===== src/rtl/uart_rcvr_cfg.sv =====
`default_nettype none
// ============================================================================
// Module      : uart_rcvr_cfg
// Description : Runtime-configurable UART receiver (5-8 data bits, optional
//               parity, 1/2 stop bits) feeding a status-tagged FWFT FIFO.
// Revision    : 1.0 - initial release
// ============================================================================
module uart_rcvr_cfg #(
    parameter int W       = 8,
    parameter int ADDR_W  = 4,
    parameter int SB_TICK = 16
) (
    input  logic              clk,
    input  logic              reset,
    input  logic              s_tick,
    input  logic              rx,
    input  logic [1:0]        cfg_dbits,
    input  logic              cfg_par_en,
    input  logic              cfg_par_odd,
    input  logic              cfg_stop2,
    input  logic              rd_uart,
    input  logic              clr_overrun,
    output logic [W-1:0]      r_data,
    output logic              r_perr,
    output logic              r_ferr,
    output logic              rx_empty,
    output logic              rx_full,
    output logic [ADDR_W:0]   rx_level,
    output logic              overrun
);

    localparam int              c_tw        = $clog2(SB_TICK);
    localparam logic [c_tw-1:0] c_tick_last = c_tw'(SB_TICK - 1);
    localparam logic [c_tw-1:0] c_tick_mid  = c_tw'(SB_TICK / 2 - 1);
    localparam int              c_depth     = 2 ** ADDR_W;
    localparam logic [ADDR_W:0] c_full_lvl  = (ADDR_W + 1)'(c_depth);

    typedef enum logic [2:0] {
        S_IDLE      = 3'd0,
        S_START     = 3'd1,
        S_DATA      = 3'd2,
        S_PARITY    = 3'd3,
        S_STOP      = 3'd4,
        S_WAIT_HIGH = 3'd5
    } state_t;

    // ------------------------------------------------------------------
    // Input synchronizer
    // ------------------------------------------------------------------
    logic r_rx_meta;
    logic r_rx_sync;

    always_ff @(posedge clk) begin
        if (reset) begin
            r_rx_meta <= 1'b1;
            r_rx_sync <= 1'b1;
        end else begin
            r_rx_meta <= rx;
            r_rx_sync <= r_rx_meta;
        end
    end

    // ------------------------------------------------------------------
    // Receiver FSM
    // ------------------------------------------------------------------
    state_t          r_state,    w_state_nxt;
    logic [c_tw-1:0] r_tick,     w_tick_nxt;
    logic [2:0]      r_bit,      w_bit_nxt;
    logic [W-1:0]    r_shift,    w_shift_nxt;
    logic [1:0]      r_dbits,    w_dbits_nxt;
    logic            r_par_en,   w_par_en_nxt;
    logic            r_par_odd,  w_par_odd_nxt;
    logic            r_stop2,    w_stop2_nxt;
    logic            r_perr_acc, w_perr_nxt;
    logic            r_ferr_acc, w_ferr_nxt;
    logic            w_done;
    logic [2:0]      w_last_bit;
    logic            w_ferr_sample;

    assign w_last_bit = {1'b0, r_dbits} + 3'd4;

    always_ff @(posedge clk) begin
        if (reset) begin
            r_state    <= S_IDLE;
            r_tick     <= '0;
            r_bit      <= '0;
            r_shift    <= '0;
            r_dbits    <= 2'b11;
            r_par_en   <= 1'b0;
            r_par_odd  <= 1'b0;
            r_stop2    <= 1'b0;
            r_perr_acc <= 1'b0;
            r_ferr_acc <= 1'b0;
        end else begin
            r_state    <= w_state_nxt;
            r_tick     <= w_tick_nxt;
            r_bit      <= w_bit_nxt;
            r_shift    <= w_shift_nxt;
            r_dbits    <= w_dbits_nxt;
            r_par_en   <= w_par_en_nxt;
            r_par_odd  <= w_par_odd_nxt;
            r_stop2    <= w_stop2_nxt;
            r_perr_acc <= w_perr_nxt;
            r_ferr_acc <= w_ferr_nxt;
        end
    end

    always_comb begin
        w_state_nxt   = r_state;
        w_tick_nxt    = r_tick;
        w_bit_nxt     = r_bit;
        w_shift_nxt   = r_shift;
        w_dbits_nxt   = r_dbits;
        w_par_en_nxt  = r_par_en;
        w_par_odd_nxt = r_par_odd;
        w_stop2_nxt   = r_stop2;
        w_perr_nxt    = r_perr_acc;
        w_ferr_nxt    = r_ferr_acc;
        w_done        = 1'b0;
        w_ferr_sample = r_ferr_acc | ~r_rx_sync;

        case (r_state)
            S_IDLE: begin
                // Frame format is frozen at the start edge
                if (!r_rx_sync) begin
                    w_state_nxt   = S_START;
                    w_tick_nxt    = '0;
                    w_bit_nxt     = '0;
                    w_shift_nxt   = '0;
                    w_perr_nxt    = 1'b0;
                    w_ferr_nxt    = 1'b0;
                    w_dbits_nxt   = cfg_dbits;
                    w_par_en_nxt  = cfg_par_en;
                    w_par_odd_nxt = cfg_par_odd;
                    w_stop2_nxt   = cfg_stop2;
                end
            end
            S_START: begin
                if (s_tick) begin
                    if (r_tick == c_tick_mid) begin
                        w_tick_nxt = '0;
                        if (r_rx_sync) begin
                            w_state_nxt = S_IDLE;
                        end else begin
                            w_state_nxt = S_DATA;
                        end
                    end else begin
                        w_tick_nxt = r_tick + 1'b1;
                    end
                end
            end
            S_DATA: begin
                if (s_tick) begin
                    if (r_tick == c_tick_last) begin
                        w_tick_nxt         = '0;
                        w_shift_nxt[r_bit] = r_rx_sync;
                        if (r_bit == w_last_bit) begin
                            w_bit_nxt   = '0;
                            w_state_nxt = r_par_en ? S_PARITY : S_STOP;
                        end else begin
                            w_bit_nxt = r_bit + 1'b1;
                        end
                    end else begin
                        w_tick_nxt = r_tick + 1'b1;
                    end
                end
            end
            S_PARITY: begin
                if (s_tick) begin
                    if (r_tick == c_tick_last) begin
                        w_tick_nxt  = '0;
                        w_bit_nxt   = '0;
                        w_perr_nxt  = ((^r_shift) ^ r_rx_sync) != r_par_odd;
                        w_state_nxt = S_STOP;
                    end else begin
                        w_tick_nxt = r_tick + 1'b1;
                    end
                end
            end
            S_STOP: begin
                if (s_tick) begin
                    if (r_tick == c_tick_last) begin
                        w_tick_nxt = '0;
                        w_ferr_nxt = w_ferr_sample;
                        if (r_stop2 && (r_bit == 3'd0)) begin
                            w_bit_nxt = 3'd1;
                        end else begin
                            w_done      = 1'b1;
                            w_state_nxt = w_ferr_sample ? S_WAIT_HIGH : S_IDLE;
                        end
                    end else begin
                        w_tick_nxt = r_tick + 1'b1;
                    end
                end
            end
            S_WAIT_HIGH: begin
                // A held-low line (break) produces one entry, then idles here
                if (r_rx_sync) begin
                    w_state_nxt = S_IDLE;
                end
            end
            default: begin
                w_state_nxt = S_IDLE;
            end
        endcase
    end

    // ------------------------------------------------------------------
    // Status-tagged FWFT FIFO
    // ------------------------------------------------------------------
    logic [W+1:0]    r_mem [c_depth];
    logic [ADDR_W-1:0] r_wr_ptr;
    logic [ADDR_W-1:0] r_rd_ptr;
    logic [ADDR_W:0]   r_level;
    logic              r_overrun;
    logic              w_full;
    logic              w_empty;
    logic              w_wr;
    logic              w_rd;
    logic              w_drop;
    logic [W+1:0]      w_head;

    assign w_full  = (r_level == c_full_lvl);
    assign w_empty = (r_level == '0);
    assign w_rd    = rd_uart & ~w_empty;
    // A coincident pop frees the slot, so a full FIFO still accepts the write
    assign w_wr    = w_done & (~w_full | rd_uart);
    assign w_drop  = w_done & w_full & ~rd_uart;

    always_ff @(posedge clk) begin
        if (w_wr) begin
            r_mem[r_wr_ptr] <= {w_ferr_sample, r_perr_acc, r_shift};
        end
    end

    always_ff @(posedge clk) begin
        if (reset) begin
            r_wr_ptr  <= '0;
            r_rd_ptr  <= '0;
            r_level   <= '0;
            r_overrun <= 1'b0;
        end else begin
            if (w_wr) begin
                r_wr_ptr <= r_wr_ptr + 1'b1;
            end
            if (w_rd) begin
                r_rd_ptr <= r_rd_ptr + 1'b1;
            end
            case ({w_wr, w_rd})
                2'b10:   r_level <= r_level + 1'b1;
                2'b01:   r_level <= r_level - 1'b1;
                default: r_level <= r_level;
            endcase
            if (w_drop) begin
                r_overrun <= 1'b1;
            end else if (clr_overrun) begin
                r_overrun <= 1'b0;
            end
        end
    end

    assign w_head   = w_empty ? '0 : r_mem[r_rd_ptr];
    assign r_data   = w_head[W-1:0];
    assign r_perr   = w_head[W];
    assign r_ferr   = w_head[W+1];
    assign rx_empty = w_empty;
    assign rx_full  = w_full;
    assign rx_level = r_level;
    assign overrun  = r_overrun;

endmodule
`default_nettype wire


===== config.mk =====
export PLATFORM = sky130hd
export DESIGN_NAME = uart_rcvr_cfg
export DESIGN_NICKNAME = d
export VERILOG_FILES = /design/src/rtl/uart_rcvr_cfg.sv
export SDC_FILE = /design/constraint.sdc
export NUM_CORES = 1
export LEC_CHECK = 0
export CORE_MARGIN = 10
export CORE_UTILIZATION = 65
export CTS_BUF_LIST = sky130_fd_sc_hd__clkbuf_2
export DETAILED_ROUTE_END_ITERATION = 16
export HOLD_SLACK_MARGIN = 0.06
export PLACE_DENSITY_LB_ADDON = 0.05
export SYNTH_ARGS = -nofsm -noshare
export SYNTH_HDL_FRONTEND = slang
export SYNTH_SLANG_ARGS = --single-unit

===== constraint.sdc =====
create_clock -name clk -period 10.1 [get_ports clk]
set_input_delay 2.02 -clock clk [delete_from_list [all_inputs] [get_ports clk]]
set_output_delay 2.02 -clock clk [all_outputs]
set_load 0.05 [all_outputs]

# ---- Word level (Yosys, flattened, before mapping)
# Memories as Yosys holds them, arrays and structs flattened. A register that Yosys moved wholly into a read port is not among the register bits.
# Index checks and enable logic that the tools add are counted.
dict set report word_totals {
  reg_bits 41
  ram_bits 160
  input_bits 11
  wordCells 142
  memories 1
}
# memory words width rd rd_clocked_by_memory_dff wr line
set mem_list {}
lappend mem_list {r_mem 16 10 1 1 1 211} ;# logic [W+1:0] r_mem [c_depth];
dict set report classes {
  addsub 7
  n_lt_le_gt_ge 2
  n_eq_ne 26
  n_mux 58
  bitwise_logic 11
  n_reduce_logical 21
}
# op n
set ops {}
lappend ops {{$mux 3} 23}
lappend ops {{$mux 4} 7}
lappend ops {{$ne 2x2->1 const B} 13}
lappend ops {{$mux 8} 3}
lappend ops {{$pmux 3 s6} 1}
lappend ops {{$pmux 8 s2} 1}
lappend ops {{$reduce_and 4->1} 4}
lappend ops {{$mux 1} 14}
lappend ops {{$add 4x1->4 const B} 3}
lappend ops {{$pmux 3 s4} 1}
lappend ops {{$pmux 4 s3} 1}
lappend ops {{$reduce_and 12->1} 1}
lappend ops {{$mux 10} 1}
lappend ops {{$pmux 5 s2} 1}
lappend ops {{$reduce_bool 2->1} 5}
lappend ops {{$reduce_and 9->1} 1}
lappend ops {{$bwmux 8} 1}
lappend ops {{$reduce_xor 8->1} 1}
lappend ops {{$eq 3x2->1 const B} 2}
lappend ops {{$eq 3x3->1 const B} 2}
lappend ops {{$logic_not 3->1} 2}
lappend ops {{$add 5x1->5 const B} 1}
lappend ops {{$eq 5x5->1 const B} 1}
lappend ops {{$logic_not 5->1} 1}
lappend ops {{25 further kinds} 34}

# ---- Depth between registers and ports, before layout
dict set report logic_depth {
  ltp_word 9
  depth_mapped 16
  mapped_depth_nobuf 14
}

# ---- Worst setup path after synthesis
# OpenSTA, ideal clock, no wires.
dict set report synth_path {
  path_kind {input-to-reg}
  from {input s_tick}
  to {register r_level[4], in the netlist rx_level[4]}
  setup_ns 0.121
  arrival_ns 4.517
  t_required_ns 9.979
  path_slack_ns 5.463
  path_stages 14
  path_cell_list {and4_1 -> clkbuf_1 -> nand3_1 -> nor2_1 -> inv_1 -> ha_1 -> clkbuf_1 -> xor2_1 -> ha_1 -> a211o_1 -> nand2_1 -> nand3b_1 -> a31oi_1 -> mux2_2}
}
dict set report synth_via {
  elab_chain_len 5
  word_cells_on_any_way 7
}
# item line
set synth_rtl {}
lappend synth_rtl {{start: declaration} 15} ;# input logic s_tick,
lappend synth_rtl {{$mux 1 *} 181} ;# if (s_tick) begin
lappend synth_rtl {{$mux 1 *} 122} ;# case (r_state)
lappend synth_rtl {{$and 1x1->1 *} 227} ;# assign w_wr = w_done & (~w_full | rd_uart);
lappend synth_rtl {{$eq 2x1->1 or $eq 2x2->1 (tied branches)} 249} ;# case ({w_wr, w_rd})
lappend synth_rtl {{$pmux 5 s2 or $reduce_bool 2->1 (tied branches)} --}
lappend synth_rtl {{end signal: assignment} 250} ;# 2'b10: r_level <= r_level + 1'b1;
lappend synth_rtl {{end signal: assignment} 251} ;# 2'b01: r_level <= r_level - 1'b1;
lappend synth_rtl {{end signal: assignment} 252} ;# default: r_level <= r_level;
lappend synth_rtl {{end: declaration} 214} ;# logic [ADDR_W:0] r_level;
# Mark *: on every way between the ends. The rest lies on a longest branch, timed or not.
# A chain may end at the register's enable or synchronous reset.

==> results.yml <==
outcome:
  status: "complete, no violations"
power:
  power_density_mw_per_mm2: 157.0
  p_leak_nw: 3.182
  vdd_ir_drop_max_v: 0.00008949
  totalPowerFinal_w: 0.001493
final_layout:
  drive_above_1_share_pct: 23.24
  utilization_pct: 72.39
  nets: 641
  fillers: 892
  syn_to_final_growth_pct: 10.10
  register_area_sq_mm: 0.005707
  antennaDiodeCount: 0
  multiInputGateArea_sq_mm: 0.002740
floorplan:
  core_area_sq_mm: 0.01314
  die_y_microns: 135.3
  rows: 42
  die_x_microns: 135.3
  io_pins: 29
  initial_core_util_pct: 65.75
  die_area_sq_mm: 0.01830
timing:
  worst_slack_ns: 4.318
  hold_viol: 0
  period_share_pct: 57.25
  slew_violations: 0
  fin_setup_tns_ns: 0
  fin_crit_ns: 5.782
  setup_viol: 0
  rsz0062_at_grt: "no"
  worst_pin_slew_ns: 1.250
  max_freq_mhz: 172.9
  fin_skew_ns: 0.02561
  relSlewSlack_pct: 16.34
route:
  wl_per_cell_microns: 20.90
  drt_iter0_drc: 542
  first_pass_iters: 6
  drc: 0
  via_per_inst: 6.016
  antenna_left: 0
  finalWirelength_mm: 17.35
  num_vias: 4993
synth:
  syn-num-nets: 585
  synth_warnings: 0
  synth_top_area_share_pct: 55.62
  yosys.area.top_type: "edfxtp_1"
  avgSynthCellArea_sq_um: 15.37
  postSynthCellCount: 562
  synth_area_sq_mm: 0.008638
  synth_flop_cell: "edfxtp_1"
  ys_ff_latch: 205
  synth_edf_count: 160
  ys_seq_area_share_pct: 66.05
  synth_top_cells_by_area: "edfxtp_1 56%, mux4_2 13%, dfxtp_1 10%"
  synthTopCellsByCount: "160 x edfxtp_1, 50 x mux4_2, 45 x dfxtp_1, 45 x nor2_1, 27 x nand2_1"
  yosysMostFrequentCell: "edfxtp_1"
  synth_cell_types: 55
  async_flop_share_pct: 0
cts:
  hold_buffers: 0
  tritoncts: "done"
  clk_path_buf_depth: 3
  insertion_delay_ns: 0.77
  cts_max_level: 2
  cts-buffers-inserted: 48
  cts_root_buf: "clkbuf_2"
  clock_sinks: 205
  path_clk_slew_ns: 0.10
  ctsResizeCount: 0
  cts_setup_buffers: 0
global_route:
  globalRouteOverflowTotal: 0
  grt_max_degree: 49
  grt_first_pass_wirelength_mm: 27.58
  grt_pass1_vias: 4955
  grt_usage_pct: 19.63
  antenna_found_initial: 0
worst_hold_path:
  hold_start: "r_rx_meta$_SDFF_PP1_"
  hp-class: "register to register"
  hold_depth: 1
  min_to: "r_rx_sync$_SDFF_PP1_"
worst_setup_path:
  worstSetupPathType: "register to output port"
  r2r_cells: 12
  r2r_slack_ns: 6.35
  cp.required_ns: 8.08
  reg2reg_from: "r_state[2]$_SDFFE_PP0P_"
  crit_arrival_ns: 3.76
  regToRegEndpoint: "rx_level[4]$_SDFFE_PP0P_"
  crit_path_end_kind: "output port"
  worstSetupStartpointType: "register"
  crit_fanout: 40
place:
  gp_congestion: 0.8575
  dp_slack_ns: 4.716
  place_hpwl_mm: 10.85
  port_buffers: 28
job:
  maxCapViolations: 0
-- logic make-up after synthesis --
family / count (synthesis) / synth area share [%]
buf+inv: 47 / 2.231
flops: 205 / 66.05
xor+xnor: 21 / 2.289
fa+ha+maj: 12 / 1.738
compound gates: 66 / 4.823
mux: 57 / 13.88
simple gates: 154 / 8.995
-- per-layer routing --
| layer | global-route usage (%) | vias to the layer above | wire length, microns |
|---|---|---|---|
| li1 | - | 2296 | - |
| met1 | 26.04 | 2481 | 7166 |
| met3 | 5.415 | 31 | 1233 |
| met5 | 0 | - | 0 |
| met4 | 6.758 | 0 | 313 |
| met2 | 30.79 | 185 | 8635 |
-- where the power goes --
part	internal [W]	switching [W]	leakage (nW)
Sequential	0.000902	0.0000146	1.87
Clock	0.000200	0.000311	0.342
Combinational	0.0000303	0.0000343	0.967
Total	0.00113	0.000360	3.18
-- flip-flops by register name, indices dropped and copies added, names as in the netlist, named ones only --
register / count
r_state: 3
overrun: 1
r_tick: 4
r_rx_sync: 1
r_par_odd: 1
r_perr_acc: 1
r_rd_ptr: 4
r_par_en: 1
r_dbits: 2
r_bit: 3
r_rx_meta: 1
r_wr_ptr: 4
r_ferr_acc: 1
r_stop2: 1
r_shift: 8
rx_level: 5
r_mem: 160
-- worst max path at each step --
stage | depth (start not counted) | to | slack (ns)
global route | 5 | r_data[2] | 4.10
CTS | 5 | r_data[2] | 4.20
finish | 5 | r_data[7] | 4.32
global placement | 13 | rx_level[4]$_SDFFE_PP0P_ | 4.82
detailed placement | 13 | rx_level[4]$_SDFFE_PP0P_ | 4.72
floorplan | 14 | rx_level[4]$_SDFFE_PP0P_ | 5.46
-- worst max-delay path, cell delays in order, from the launching register on --
cell and delay (ns):
dfxtp_2 0.32, buf_4 0.60, mux4_2 0.60, mux4_2 0.51, nor2b_1 0.17, clkdlybuf4s50_1 0.76
-- stage by stage --
step / std cells / area (sq um) / hold slack [ns]
floorplan: 562 / 8638 / 0.3895
global placement: 744 / 9090 / 0.3955
detailed placement: 744 / 9090 / 0.3932
CTS: 830 / 9510 / 0.4028
global route: 830 / 9510 / 0.4193
finish: 830 / 9510 / 0.4029
-- final cells by class --
type / instances / share of cell area (%)
sequential: 205 / 60.01
tap: 176 / 2.315
clock buffer: 78 / 4.105
inverter: 12 / 0.4736
clock inverter: 8 / 0.3157
multi-input combinational: 310 / 28.81
timing repair buffer: 41 / 3.973
-- placed cells by master (no fill, tap or decap), types with 3 or more instances in the layout --
cell and n:
or2_2 4, nor2b_1 12, nand2b_1 10, o21ai_0 7, or3_1 8, dfxtp_1 44
xnor2_1 11, nand2_1 27, mux2i_1 5, buf_4 13, clkdlybuf4s50_1 28, o21bai_1 3
nor3_1 11, clkbuf_2 78, inv_1 12, nor2_1 45, nor3b_1 3, a31oi_1 7
mux4_2 50, nand3_1 15, ha_1 12, a21o_1 3, clkinv_1 6, edfxtp_1 160
a21oi_1 25, or4_1 3, nand3b_1 4, xor2_1 9
No activity file was read; power rests on OpenSTA's default activity.
